<file path="config.mk">
export PLATFORM = sky130hd
export DESIGN_NAME = muldiv_hilo_ctrl
export DESIGN_NICKNAME = d
export VERILOG_FILES = /design/src/rtl/muldiv_hilo_ctrl.sv
export SDC_FILE = /design/constraint.sdc
export NUM_CORES = 1
export LEC_CHECK = 0
export ABC_AREA = 1
export BUFFER_PORTS_ARGS = -buffer_cell sky130_fd_sc_hd__buf_2
export CELL_PAD_IN_SITES_DETAIL_PLACEMENT = 0
export CELL_PAD_IN_SITES_GLOBAL_PLACEMENT = 1
export CORE_MARGIN = 10
export CORE_UTILIZATION = 33
export CTS_CLUSTER_DIAMETER = 80
export CTS_CLUSTER_SIZE = 24
export DETAILED_ROUTE_END_ITERATION = 10
export PLACE_DENSITY = 0.67
export SLEW_MARGIN = 20
export SYNTH_ARGS = -nofsm -noshare
export SYNTH_HDL_FRONTEND = slang
export SYNTH_SLANG_ARGS = --single-unit
export TNS_END_PERCENT = 10
</file>
<file path="constraint.sdc">
create_clock -name clk -period 3.3 [get_ports clk]
set_input_delay 0.495 -clock clk [delete_from_list [all_inputs] [get_ports clk]]
set_output_delay 0.495 -clock clk [all_outputs]
set_load 0.05 [all_outputs]
</file>
<file path="src/rtl/muldiv_hilo_ctrl.sv">
// Multi-cycle MIPS multiply/divide sequencer with the architectural HI/LO pair.
// Define MULDIV_DIV0_EXC_EN to trap div/divu by zero instead of computing it.
module muldiv_hilo_ctrl #(
  parameter int WIDTH = 32,
  parameter int CNT_W = 6
) (
  input  logic             clk,
  input  logic             rst,
  input  logic             valid_i,
  input  logic [5:0]       alu_ctrl_i,
  input  logic [WIDTH-1:0] rs_i,
  input  logic [WIDTH-1:0] rt_i,
  input  logic             flush_i,
  output logic [WIDTH-1:0] hilo_rd_o,
  output logic             stall_o,
  output logic             busy_o,
  output logic             done_o,
  output logic [WIDTH-1:0] hi_o,
  output logic [WIDTH-1:0] lo_o
`ifdef MULDIV_DIV0_EXC_EN
  ,
  output logic             div0_exc_o
`endif
);

  localparam logic [5:0] OP_MFHI  = 6'd16;
  localparam logic [5:0] OP_MTHI  = 6'd17;
  localparam logic [5:0] OP_MFLO  = 6'd18;
  localparam logic [5:0] OP_MTLO  = 6'd19;
  localparam logic [5:0] OP_MULT  = 6'd24;
  localparam logic [5:0] OP_MULTU = 6'd25;
  localparam logic [5:0] OP_DIV   = 6'd26;
  localparam logic [5:0] OP_DIVU  = 6'd27;

  typedef enum logic [1:0] {IDLE, RUN, FIN} state_t;

  state_t state, state_nxt;
  logic [CNT_W-1:0] cnt;

  logic [2*WIDTH-1:0] prod;
  logic [WIDTH-1:0]   opb;
  logic [WIDTH-1:0]   quo;
  logic [WIDTH-1:0]   rem;
  logic               op_div;
  logic               neg_lo;
  logic               neg_hi;

  function automatic logic [WIDTH-1:0] abs_val(input logic signed [WIDTH-1:0] v);
    return v[WIDTH-1] ? $unsigned(-v) : $unsigned(v);
  endfunction

  function automatic logic [WIDTH-1:0] neg_w(input logic n, input logic [WIDTH-1:0] v);
    return n ? ('0 - v) : v;
  endfunction

  function automatic logic [2*WIDTH-1:0] neg_2w(input logic n, input logic [2*WIDTH-1:0] v);
    return n ? ('0 - v) : v;
  endfunction

  logic is_mul, is_div, is_sgn, is_hilo, start_req, start_ok, idle_ok;
  logic signed [WIDTH-1:0] rs_s, rt_s;
  logic [WIDTH-1:0] a_op, b_op;

  assign rs_s    = $signed(rs_i);
  assign rt_s    = $signed(rt_i);
  assign is_mul  = (alu_ctrl_i == OP_MULT) || (alu_ctrl_i == OP_MULTU);
  assign is_div  = (alu_ctrl_i == OP_DIV)  || (alu_ctrl_i == OP_DIVU);
  assign is_sgn  = (alu_ctrl_i == OP_MULT) || (alu_ctrl_i == OP_DIV);
  assign is_hilo = (alu_ctrl_i >= OP_MFHI) && (alu_ctrl_i <= OP_MTLO);
  assign idle_ok = (state == IDLE) && valid_i && !flush_i;
  assign start_req = idle_ok && (is_mul || is_div);
  assign a_op    = is_sgn ? abs_val(rs_s) : rs_i;
  assign b_op    = is_sgn ? abs_val(rt_s) : rt_i;

`ifdef MULDIV_DIV0_EXC_EN
  logic div0_req;
  assign div0_req = start_req && is_div && (rt_i == '0);
  assign start_ok = start_req && !div0_req;
`else
  assign start_ok = start_req;
`endif

  // Working remainder is one bit wider so the trial subtract never overflows.
  logic [WIDTH:0]   mul_sum, div_shift, div_diff;
  logic             q_bit;
  assign mul_sum   = {1'b0, prod[2*WIDTH-1:WIDTH]} + {1'b0, (prod[0] ? opb : '0)};
  assign div_shift = {rem, quo[WIDTH-1]};
  assign div_diff  = div_shift - {1'b0, opb};
  assign q_bit     = ~div_diff[WIDTH];

  logic [2*WIDTH-1:0] fin_prod;
  logic [WIDTH-1:0]   fin_quo, fin_rem;
  assign fin_prod = neg_2w(neg_lo, prod);
  assign fin_quo  = neg_w(neg_lo, quo);
  assign fin_rem  = neg_w(neg_hi, rem);

  always_comb begin
    state_nxt = state;
    case (state)
      IDLE:    if (start_ok) state_nxt = RUN;
      RUN:     if (cnt == CNT_W'(1)) state_nxt = FIN;
      FIN:     state_nxt = IDLE;
      default: state_nxt = IDLE;
    endcase
    if (flush_i) state_nxt = IDLE;
  end

  always_ff @(posedge clk) begin
    if (rst) begin
      state <= IDLE;
      cnt   <= '0;
      hi_o  <= '0;
      lo_o  <= '0;
    end else begin
      state <= state_nxt;
      if (start_ok)
        cnt <= CNT_W'(WIDTH);
      else if (state == RUN)
        cnt <= cnt - CNT_W'(1);
      if (state == FIN && !flush_i) begin
        hi_o <= op_div ? fin_rem : fin_prod[2*WIDTH-1:WIDTH];
        lo_o <= op_div ? fin_quo : fin_prod[WIDTH-1:0];
      end else if (idle_ok && alu_ctrl_i == OP_MTHI) begin
        hi_o <= rs_i;
      end else if (idle_ok && alu_ctrl_i == OP_MTLO) begin
        lo_o <= rs_i;
      end
    end
  end

`ifdef MULDIV_DIV0_EXC_EN
  always_ff @(posedge clk) begin
    if (rst) div0_exc_o <= 1'b0;
    else     div0_exc_o <= div0_req;
  end
`endif

  // Datapath: operand latch on start, one shift-add or restoring step per RUN cycle.
  always_ff @(posedge clk) begin
    if (start_ok) begin
      op_div <= is_div;
      neg_lo <= is_sgn && (rs_i[WIDTH-1] ^ rt_i[WIDTH-1]);
      neg_hi <= is_sgn && (is_div ? rs_i[WIDTH-1] : (rs_i[WIDTH-1] ^ rt_i[WIDTH-1]));
      prod   <= {{WIDTH{1'b0}}, b_op};
      opb    <= is_div ? b_op : a_op;
      quo    <= a_op;
      rem    <= '0;
    end else if (state == RUN) begin
      if (op_div) begin
        rem <= q_bit ? div_diff[WIDTH-1:0] : div_shift[WIDTH-1:0];
        quo <= {quo[WIDTH-2:0], q_bit};
      end else begin
        prod <= {mul_sum, prod[WIDTH-1:1]};
      end
    end
  end

  assign busy_o    = (state == RUN) || (state == FIN);
  assign done_o    = (state == FIN) && !flush_i;
  assign stall_o   = valid_i && busy_o && (is_hilo || is_mul || is_div);
  assign hilo_rd_o = (alu_ctrl_i == OP_MFHI) ? hi_o :
                     (alu_ctrl_i == OP_MFLO) ? lo_o : '0;

endmodule

</file>
==> out/qor.csv <==
metric,value,unit
"Top FF cell, synth",dfxtp_1,
Fill cells,7189,
Die Width,272.2,um
vias,23480,
largest area contributor in the netlist,nand2_1,
Synth Warn #,0,
Setup WS post-layout,0.3495,ns
met1 Track Usage GR,33.97,%
leakage power,11.61,nW
Routability Congestion,0.9900,
Overall Power,8.826,mW
initial antenna violation count,1,
Port Buf Inserts,172,
slowest CP cell,fa_1,
Root Buffer Master,clkbuf_16,
MaxCap Viol Count,0,
final setup fails,0,
DR iter-0 viols,2303,
HP Start,flush_i,
total track usage,26.03,%
CP max stage delay,0.45,ns
"CP delay by family, top",compound AO/OA/AOI/OAI gates,
first-pass GRT wire length,147.1,mm
clock-pin slew on the worst setup and hold paths,0.09,ns
Max-slew headroom,31.69,%
worst clock skew,0.07468,ns
Gate Count Post-Synth,3471,
Worst-Skew Late Latency,0.63,ns
design area,23960,um2
most frequent cells after synthesis,"nand2_1 (953), inv_1 (483), nor2_1 (391), nand3_1 (325), o21ai_0 (269)",
Period minus WS final,2.950,ns
post-cts resize count,0,
CTS tree,built,
htree depth,1,
post-synth top area share,17.04,%
power per cell area,368.3,nW/um2
Remaining DRCs,0,
critical path's most frequent cell,nand2_1,
"Slew Viols, Final",0,
Detail Placement HPWL,81.42,mm
io pins,173,
CP Capture Type,register,
Mapped Nets,3621,
Seq. cell area,5695,um2
Detailed Route WL,99.95,mm
hold endpoint,state[1]$_SDFFE_PP0P_,
Final ANT Viol Nets,0,
status,"finished, final reports clean",
Max Clk Rate,338.9,MHz
Final Util,37.99,%
arrival time at the worst endpoint,3.40,ns
full die area,74110,um2
hold path cells,4,
CP required,3.75,ns
hold buffer count at CTS,0,
setup tns final,0,ns
launching point of the worst reg2reg path,prod[0]$_DFFE_PP_,
post-synthesis cell area,20990,um2
async set-reset flop share out of synthesis,0,%
DIE HEIGHT,272.2,um
vias per inst,5.237,
Layout area overhead,14.14,%
Peak VDD IR,0.0004083,V
number of global-route vias before repair,22360,
Seq cells post-synth,235,
critical path type,reg2reg,
R2R depth,13,
synth top area cells,"nand2_1 (17%), edfxtp_1 (14%), dfxtp_1 (13%)",
multi-input combinational cell area,12920,um2
CTS Buffer Depth,3,
FF-to-FF End,prod[55]$_SDFFE_PP0P_,
core box area,63080,um2
Initial Util,33.28,%
post-synth cell types,58,
register area share after synthesis,27.13,%
placed inst area,22920,um2
clock sinks,235,
number of enable flip-flop cells after synthesis,99,
crit-path max FO,4,
M2 GR Usage,42.92,%
CTS Buf Count,26,
global route total overflow,0,
largest net degree at the start of global routing,68,
Worst Setup Start Kind,register,
syn_area_per_cell,6.048,um2
"Hold Vio Cnt, Final",0,
CP Cell Sequence,"buf_4, nand2_1, inv_1, ha_1, fa_1, nand3_1, nand2_1, a21oi_1, o211ai_1, nand2_1, nand2_1, o21ai_0, inv_1",
row count,92,
HP Class,in2reg,
Pre-antenna DRT Iters,7,
nets,3767,
Ant. Diodes,0,
CP bufs+invs,3,
layout cells sized above 1,10.72,%
average wire per standard cell,22.30,um
Slew @ Worst Pin,1.014,ns
"count leader, synth",nand2_1,
busiest grt layer,met2,
r2r setup slk,0.35,ns
period utilisation layout,89.41,%
M3 GR Usage,3.251,%
Setup WS pre-CTS,-0.04937,ns
RSZ-0062 raised after global routing,false,
[report_power, final]
group	leakage (nW)	internal [mW]	switching, mW
combinational	9.15	0.615	1.45
clock	0.471	1.74	1.69
sequential	1.99	3.13	0.212
[repair_timing]
item / CTS / global route
endpoints found under the setup margin: 4 / 0
hold endpoints to repair: 0 / 0
setup buffers: 4 / 0
[tightest hold or removal path, stage by stage]
cell and delay, ns:
buf_2 0.09, nor2_1 0.05, nand2_1 0.06, a21oi_1 0.03
[worst max path at each step]
stage,start,end,depth (start not counted)
floorplan,alu_ctrl_i[4],prod[22]$_DFFE_PP_,7
global placement,prod[0]$_DFFE_PP_,prod[51]$_SDFFE_PP0P_,13
detailed placement,prod[0]$_DFFE_PP_,prod[51]$_SDFFE_PP0P_,13
CTS,prod[0]$_DFFE_PP_,prod[55]$_SDFFE_PP0P_,13
global route,prod[0]$_DFFE_PP_,prod[55]$_SDFFE_PP0P_,13
finish,prod[0]$_DFFE_PP_,prod[55]$_SDFFE_PP0P_,13
[state kept, by name, indices dropped and copies added, names as in the netlist]
name    cells
hi_o       32
quo        32
op_div      1
prod       64
state       2
rem        32
cnt         6
opb        32
neg_hi      1
neg_lo      1
lo_o       32
[per-layer routing]
metal / up-vias / part of all wire [%]
li1: 11590 / -
met1: 11030 / 44
met2: 728 / 46
met3: 136 / 5.5
met4: 0 / 4.7
met5: - / 0
[layout by cell type, fill, tap and decap left out, types with 10 or more instances in the layout]
master and n:
nand2_1 953, inv_1 480, nor2_1 389, nand3_1 325, o21ai_0 269, a21oi_1 210
buf_2 172, dfxtp_1 136, edfxtp_1 99, o22ai_1 76, ha_1 74, xor2_1 54
buf_4 53, nor3_1 32, nand4_1 30, nand2_2 27, clkbuf_16 26, nor2_2 19
xnor2_1 18, o21ai_1 17, inv_2 14, nand3_2 13, or2_2 12, a21o_1 12
a31oi_1 11, nand3b_1 10
[layout make-up]
cell class	instances	share of cell area [%]
inverter	496	7.775
clock buffer	26	2.715
timing repair buffer	234	6.005
clock inverter	22	1.415
multi-input combinational	2624	53.90
tap	846	4.418
sequential	235	23.77
[metrics by stage]
stage,std cells,hold slack (ns)
6_report,4483,0.1382
5_1_grt,4483,0.1808
4_1_cts,4483,0.1197
3_5_place_dp,4431,0.4688
3_3_place_gp,4431,0.4642
2_1_floorplan,3471,0.4482
[logic make-up after synthesis]
| group | count (synthesis) | share of synthesized area (%) |
|---|---|---|
| simple gates | 1830 | 36.90 |
| flops | 235 | 27.13 |
| buf+inv | 612 | 11.40 |
| mux | 9 | 0.4291 |
| xor+xnor | 72 | 3.004 |
| fa+ha+maj | 76 | 4.601 |
| compound gates | 637 | 16.54 |
(Power assumes the default switching activity.)
